File: config.mk
export PLATFORM = sky130hd
export DESIGN_NAME = rom_stream_reader
export DESIGN_NICKNAME = d
export VERILOG_FILES = /design/src/rtl/rom_stream_reader.sv
export SDC_FILE = /design/constraint.sdc
export NUM_CORES = 1
export LEC_CHECK = 0
export ABC_AREA = 1
export ABC_CLOCK_PERIOD_IN_PS = 2710
export CORE_MARGIN = 3
export CORE_UTILIZATION = 40
export DETAILED_ROUTE_END_ITERATION = 7
export GPL_ROUTABILITY_DRIVEN = 0
export GPL_TIMING_DRIVEN = 1
export PLACE_DENSITY = 0.69
export SYNTH_ARGS = -nofsm -noshare
export SYNTH_HDL_FRONTEND = slang
export SYNTH_SLANG_ARGS = --single-unit
File: constraint.sdc
create_clock -name clk -period 2.71 [get_ports clk]
set_clock_uncertainty 0.05 [all_clocks]
set_input_delay 0.542 -clock clk [delete_from_list [all_inputs] [get_ports clk]]
set_output_delay 0.542 -clock clk [all_outputs]
set_load 0.1 [all_outputs]
File: src/rtl/rom_stream_reader.sv
// Streaming front-end for a 1-cycle-latency ROM: issues reads for a (base, len) job and
// drains them through a 2-entry buffer onto a valid/ready byte stream.
// Optional ROM_READER_CSUM_EN adds a running checksum of handshaken beats on csum.
module rom_stream_reader #(
  parameter int ADDR_W = 3,
  parameter int DATA_W = 8
) (
  input  logic              clk,
  input  logic              rst,
  input  logic              start,
  input  logic [ADDR_W-1:0] base_addr,
  input  logic [ADDR_W:0]   len,
  output logic              busy,
  output logic              rom_en,
  output logic [ADDR_W-1:0] rom_addr,
  input  logic [DATA_W-1:0] rom_data,
  output logic              m_valid,
  input  logic              m_ready,
  output logic [DATA_W-1:0] m_data,
  output logic              m_last,
  output logic              done,
  output logic [DATA_W-1:0] csum
);

  // state | meaning
  // IDLE  | waiting for start
  // READ  | issuing reads and/or draining the buffer
  // DONE  | one-cycle done pulse, then back to IDLE
  typedef enum logic [1:0] {IDLE, READ, DONE} state_t;

  localparam logic [ADDR_W:0]   CNT_ONE  = (ADDR_W+1)'(1);
  localparam logic [ADDR_W-1:0] ADDR_ONE = ADDR_W'(1);

  state_t                      state_q, state_d;
  logic [ADDR_W-1:0]           addr_q, addr_d;
  logic [ADDR_W-1:0]           last_addr_q, last_addr_d;
  logic [ADDR_W:0]             rem_q, rem_d;
  logic [ADDR_W:0]             len_q, len_d;
  logic [ADDR_W:0]             beat_q, beat_d;
  logic                        pend_q, pend_d;
  logic [1:0][DATA_W-1:0]      fdata_q, fdata_d;
  logic [1:0]                  flast_q, flast_d;
  logic                        rd_ptr_q, rd_ptr_d;
  logic                        wr_ptr_q, wr_ptr_d;
  logic [1:0]                  cnt_q, cnt_d;

  logic       pop;
  logic       issue;
  logic [2:0] in_flight;

  assign m_valid = (cnt_q != 2'd0);
  assign m_data  = fdata_q[rd_ptr_q];
  assign m_last  = m_valid & flast_q[rd_ptr_q];
  assign pop     = m_valid & m_ready;

  // Beats buffered plus the one landing this edge, net of this cycle's pop, must leave a free slot.
  assign in_flight = 3'(cnt_q) + 3'(pend_q) - 3'(pop);
  assign issue     = (state_q == READ) && (rem_q != '0) && (in_flight < 3'd2);

  assign rom_en   = issue;
  assign rom_addr = issue ? addr_q : last_addr_q;
  assign busy     = (state_q != IDLE);
  assign done     = (state_q == DONE);

  always_comb begin
    state_d     = state_q;
    addr_d      = addr_q;
    last_addr_d = last_addr_q;
    rem_d       = rem_q;
    len_d       = len_q;
    beat_d      = beat_q;
    pend_d      = issue;
    fdata_d     = fdata_q;
    flast_d     = flast_q;
    rd_ptr_d    = rd_ptr_q;
    wr_ptr_d    = wr_ptr_q;
    cnt_d       = cnt_q;

    case (state_q)
      IDLE: begin
        if (start) begin
          addr_d  = base_addr;
          rem_d   = len;
          len_d   = len;
          beat_d  = '0;
          state_d = (len == '0) ? DONE : READ;
        end
      end
      READ: begin
        if (pop && m_last) state_d = DONE;
      end
      DONE: state_d = IDLE;
      default: state_d = IDLE;
    endcase

    if (issue) begin
      addr_d      = addr_q + ADDR_ONE;
      rem_d       = rem_q - CNT_ONE;
      last_addr_d = addr_q;
    end

    if (pend_q) begin
      fdata_d[wr_ptr_q] = rom_data;
      flast_d[wr_ptr_q] = ((beat_q + CNT_ONE) == len_q);
      wr_ptr_d          = ~wr_ptr_q;
      beat_d            = beat_q + CNT_ONE;
    end

    if (pop) rd_ptr_d = ~rd_ptr_q;

    case ({pend_q, pop})
      2'b10:   cnt_d = cnt_q + 2'd1;
      2'b01:   cnt_d = cnt_q - 2'd1;
      default: cnt_d = cnt_q;
    endcase
  end

  always_ff @(posedge clk or posedge rst) begin
    if (rst) begin
      state_q     <= IDLE;
      addr_q      <= '0;
      last_addr_q <= '0;
      rem_q       <= '0;
      len_q       <= '0;
      beat_q      <= '0;
      pend_q      <= 1'b0;
      fdata_q     <= '0;
      flast_q     <= '0;
      rd_ptr_q    <= 1'b0;
      wr_ptr_q    <= 1'b0;
      cnt_q       <= 2'd0;
    end else begin
      state_q     <= state_d;
      addr_q      <= addr_d;
      last_addr_q <= last_addr_d;
      rem_q       <= rem_d;
      len_q       <= len_d;
      beat_q      <= beat_d;
      pend_q      <= pend_d;
      fdata_q     <= fdata_d;
      flast_q     <= flast_d;
      rd_ptr_q    <= rd_ptr_d;
      wr_ptr_q    <= wr_ptr_d;
      cnt_q       <= cnt_d;
    end
  end

`ifdef ROM_READER_CSUM_EN
  logic [DATA_W-1:0] csum_q, csum_d;

  always_comb begin
    csum_d = csum_q;
    if (state_q == IDLE && start) csum_d = '0;
    else if (pop)                 csum_d = csum_q + m_data;
  end

  always_ff @(posedge clk or posedge rst) begin
    if (rst) csum_q <= '0;
    else     csum_q <= csum_d;
  end

  assign csum = csum_q;
`else
  assign csum = '0;
`endif

endmodule

# Word level (Yosys, flattened, before mapping)
# Index checks and enable logic that the tools add are counted.
# Widths: inputs -> output; s select.
# word_totals
reg_bits,43
in_bits,19
output_inout_bits,24
# classes
n_addsub,7
order_cmp,4
n_eq_ne,7
mux,25
n_bitwise,4
n_reduce_logical,18
# ops
operator,n
$mux 4,6
$mux 8,3
$bwmux 16,1
$reduce_bool 2->1,7
$mux 3,4
$demux 8 s1,1
$pmux 2 s2,2
$reduce_and 2->1,4
$mux 2,3
$add 4x1->4 const B,1
$eq 2x1->1 const B,2
$eq 2x2->1 const B,2
$eq 4x4->1,1
$logic_and 1x1->1,4
$logic_not 4->1,1
$lt 1x2->1 const B,2
$reduce_bool 4->1,1
$sub 4x1->4 const B,1
$add 2x1->3,1
$add 3x1->3 const B,1
$lt 3x2->1 const B,1
$mux 1,3
$sub 3x1->3,1
$add 2x1->2 const B,1
9 further kinds,11

# Depth between registers and ports, before layout
# depth
word_depth,7
ltp_mapped,14

# Worst setup path before layout
# OpenSTA, ideal clock, no wires.
# synth_path
path_kind,reg-to-output
start,register cnt_q[1]
end,output port rom_addr[1]
arrival_time_ns,3.339
required_time_ns,2.118
slack_ns,-1.221
path_stages_with_launch,14
path_cell_list,dfrtp_1 -> nor2_2 -> inv_1 -> nand2_1 -> nand2_1 -> nand2_1 -> nand2_1 -> fa_1 -> inv_1 -> nor2_2 -> nand3_2 -> inv_2 -> nand2_1 -> nand2_1
# synth_via
elab_chain_len,6
word_cells_on_any_way,7
# synth_lines
item,line_no,source
start: declaration,45,"logic [1:0] cnt_q, cnt_d;"
start signal: assignment,144,cnt_q <= cnt_d;
$reduce_bool 2->1,51,assign m_valid = (cnt_q != 2'd0);
named net m_valid,17,"output logic m_valid,"
$and 1x1->1,54,assign pop = m_valid & m_ready;
$sub 3x1->3,57,assign in_flight = 3'(cnt_q) + 3'(pend_q) - 3'(pop);
$lt 3x2->1,58,assign issue = (state_q == READ) && (rem_q != '0) && (in_flight < 3'd2);
$logic_and 1x1->1,58,
named net rom_en,14,"output logic rom_en,"
$mux 3,-,
end: declaration,15,"output logic [ADDR_W-1:0] rom_addr,"
# The timed path passes the listed nets, and every way through them passes these cells.

# Worst setup path after layout
# layout_path
start,register cnt_q[0]
end,output port rom_addr[0]
# layout_via
elab_chain_len,6
word_cells_on_any_way,7
# layout_lines
item,line_no
"parallel branches: the longest is 2 deep, another holds $add 2x1->3",-
$sub 3x1->3 *,57
$lt 3x2->1 *,58
$logic_and 1x1->1 *,58
$mux 3 *,-
# Mark *: on every way between the ends.

==> results.sh <==
export IMPL_pin_count=43
export IMPL_rsz0062_at_grt="yes"
export IMPL_cts_sinks=43
export IMPL_outcome="complete, but fails checks"
export IMPL_tns_ns=-1.578
export IMPL_maxClockFrequency_ghz=0.3209
export IMPL_path_buf_inv=4
export IMPL_grt_start_max_net_pins=44
export IMPL_ant_nets=0
export IMPL_cts_tree="yes"
export IMPL_initial_utilization_pct=42.64
export IMPL_cts_hold_buf=0
export IMPL_reg2regPathDepth=14
export IMPL_hpwl_um=3336
export IMPL_synth_seq_cells=43
export IMPL_cp_start_kind="flip-flop"
export IMPL_fin_crit_ns=3.116
export IMPL_place_area_um2=2819
export IMPL_endpoint_kind="primary output"
export IMPL_hold_path_class="flip-flop to flip-flop"
export IMPL_cpPeakStageDelay_ns=0.48
export IMPL_insertion_delay_ns=0.29
export IMPL_yosysUniqueCellTypes=26
export IMPL_instances_no_fill=405
export IMPL_yosysSeqAreaShare_pct=48.18
export IMPL_postLayoutSetupSlackWorst_ns=-0.4059
export IMPL_grt_overflow=0
export IMPL_drv_slew=0
export IMPL_cpMaxStageDelayCell="fa_1"
export IMPL_wirelength_um=4587
export IMPL_fin_area_um2=3010
export IMPL_wl_per_cell_um=11.33
export IMPL_antenna_found_initial=0
export IMPL_grt_pass1_wl_um=8148
export IMPL_clockBufferDepth=2
export IMPL_first_pass_iters=4
export IMPL_reg2reg_slack_ns=0.31
export IMPL_rows=26
export IMPL_hold_violations=0
export IMPL_crit_fanout=7
export IMPL_worstSetupPathType="flip-flop to primary output"
export IMPL_critPathTopFamily="simple AND/OR/NAND/NOR gates"
export IMPL_use_met3_pct=3.251
export IMPL_route_detailed_drc=0
export IMPL_antenna_diode_count=0
export IMPL_synth_top_area_share_pct=48.18
export IMPL_ys_warn_count=0
export IMPL_fillCellCount=497
export IMPL_h_tree_depth=2
export IMPL_syn2layout_area_growth_pct=34.79
export IMPL_finalNetCount=357
export IMPL_final_layout_size_suffix_gt1_share_pct=23.58
export IMPL_syn_area_um2=2233
export IMPL_dp_cells=390
export IMPL_clock_root_buffer="clkbuf_8"
export IMPL_synth_avg_cell_area_um2=7.976
export IMPL_die_w_um=80.72
export IMPL_cts_made_buffers=5
export IMPL_drv_cap=0
export IMPL_viasPerCell=4.600
export IMPL_port_buffers=34
export IMPL_crit_path_frequent_cell="nand2_2"
export IMPL_pre_cts_ws_ns=-0.5997
export IMPL_vias=1863
export IMPL_cp_required_ns=2.12
export IMPL_synth_cells=280
export IMPL_drt_iter0_drc=82
export IMPL_synth_area_leaders="dfrtp_1 (48%), nand2_1 (17%), inv_1 (5.5%)"
export IMPL_use_met1_pct=18.91
export IMPL_cts_clk_slew_worst_paths_ns=0.09
export IMPL_period_share_pct=115.0
export IMPL_cp_depth=14
export IMPL_worstPathArrival_ns=2.52
export IMPL_crit_chain="nor2_4, clkinvlp_4, nand2_2, nand2_2, nand2_2, nand2_2, fa_1, inv_1, nor2_2, nand3_4, inv_12, nand2_8, nand2_8, buf_12"
export IMPL_finalSetupViolations=4
export IMPL_die_area_um2=6516
export IMPL_die_h_um=80.72
export IMPL_core_um2=5238
export IMPL_grt_pass1_vias=1936
export IMPL_busiest_layer="met2"
export IMPL_grt_usage_pct=15.93
export IMPL_violations="setup timing"
export IMPL_synth_top_cell_by_area="dfrtp_1"
export IMPL_hold_depth=2
export IMPL_gr_usage_met2_pct=28.97
## area by class of cell
cell class / count / area (um2) / area share [%]
Sequential cell: 43 / 1077 / 35.79
Multi-Input combinational cell: 192 / 1062 / 35.29
Clock buffer: 5 / 68.82 / 2.286
Clock inverter: 3 / 23.77 / 0.7897
Inverter: 37 / 155.1 / 5.154
Timing Repair Buffer: 55 / 535.5 / 17.79
Tap cell: 70 / 87.58 / 2.909
## kinds of logic (layout without fill, tap and decap cells)
| group | count (synthesis) | after routing | share of synthesized area [%] |
|---|---|---|---|
| buffers and inverters | 52 | 100 | 11.37 |
| adders and majority gates | 4 | 4 | 2.577 |
| other | 1 | 8 | 0.1679 |
| DFF | 43 | 43 | 48.18 |
| and+or+nand+nor | 143 | 143 | 26.95 |
| xor gates and xnor gates | 7 | 7 | 2.745 |
| AOI/OAI and AO/OA | 30 | 30 | 8.012 |
## path summary, 6_finish.rpt
check,from,endpoint
setup / recovery,cnt_q[0],rom_addr[0]
hold / removal,flast_q[1],flast_q[1]
setup reg to reg,cnt_q[0],last_addr_q[1]
hold reg to reg,flast_q[1],flast_q[1]
max in group asynchronous,rst,cnt_q[1]
min in group asynchronous,rst,addr_q[1]
## placed cells by master, fill, tap and decap left out, types with 5 or more instances in the layout
| cell type | netlist | routed |
|---|---|---|
| buf_12 | 0 | 6 |
| buf_4 | 9 | 30 |
| clkbuf_8 | 0 | 5 |
| clkdlybuf4s50_1 | 0 | 17 |
| conb_1 | 1 | 8 |
| dfrtp_1 | 43 | 42 |
| inv_1 | 33 | 32 |
| nand2_1 | 102 | 90 |
| nand2_2 | 2 | 8 |
| nand2_8 | 0 | 6 |
| nand3_1 | 22 | 22 |
| nor2_1 | 9 | 9 |
| o21ai_0 | 20 | 19 |
| o21ai_2 | 6 | 6 |
| xor2_1 | 5 | 5 |
## cells in the mapped netlist
master,instances
xnor2_1,2
o21ai_1,2
a31o_2,1
conb_1,1
nor2_4,1
buf_2,2
fa_1,1
dfrtp_1,43
inv_2,4
nand2_2,2
or2_2,1
nand3_2,2
nand4_1,2
o21ai_0,20
o21ai_2,6
xor2_1,5
nand3_1,22
ha_1,3
o21bai_1,1
nand2_1,102
clkbuf_1,1
buf_6,3
nor2_1,9
nor2_2,2
inv_1,33
buf_4,9
## worst min-delay path, cell delays in order (launching register included)
cell     delay, ns
dfrtp_1       0.35
nand2_1       0.05
nand2_1       0.05
## stage by stage
step / hold slack (ns) / utilization [%]
2_1_floorplan: 0.3910 / -
3_3_place_gp: 0.4070 / 53.82
3_5_place_dp: 0.4075 / 53.82
4_1_cts: 0.4342 / 57.12
5_1_grt: 0.4646 / 57.48
6_report: 0.4286 / 57.48
## routing by layer
| layer | routed length (um) | part of all wire [%] | vias up |
|---|---|---|---|
| li1 | - | - | 957 |
| met1 | 1977 | 43 | 866 |
| met2 | 2365 | 52 | 35 |
| met3 | 191 | 4.2 | 5 |
| met4 | 52 | 1.1 | 0 |
| met5 | 0 | 0 | - |
## state kept, by name, indices dropped and copies added, names as in the netlist
name,cells
state_q,2
fdata_q,16
pend_q,1
addr_q,3
rd_ptr_q,1
last_addr_q,3
rem_q,4
wr_ptr_q,1
len_q,4
beat_q,4
flast_q,2
cnt_q,2
## repair_timing
| item | 4_1_cts | 5_1_grt |
|---|---|---|
| endpoints found under the setup margin | 4 | 4 |
| setup buffers | 5 | 2 |
| resized for setup | 9 | 1 |
| endpoints found under the hold margin | 0 | 0 |
| pin swaps | 8 | 2 |
Power is not shown: default switching activity piles up to over one toggle a cycle in this logic, so the estimate is an artifact.
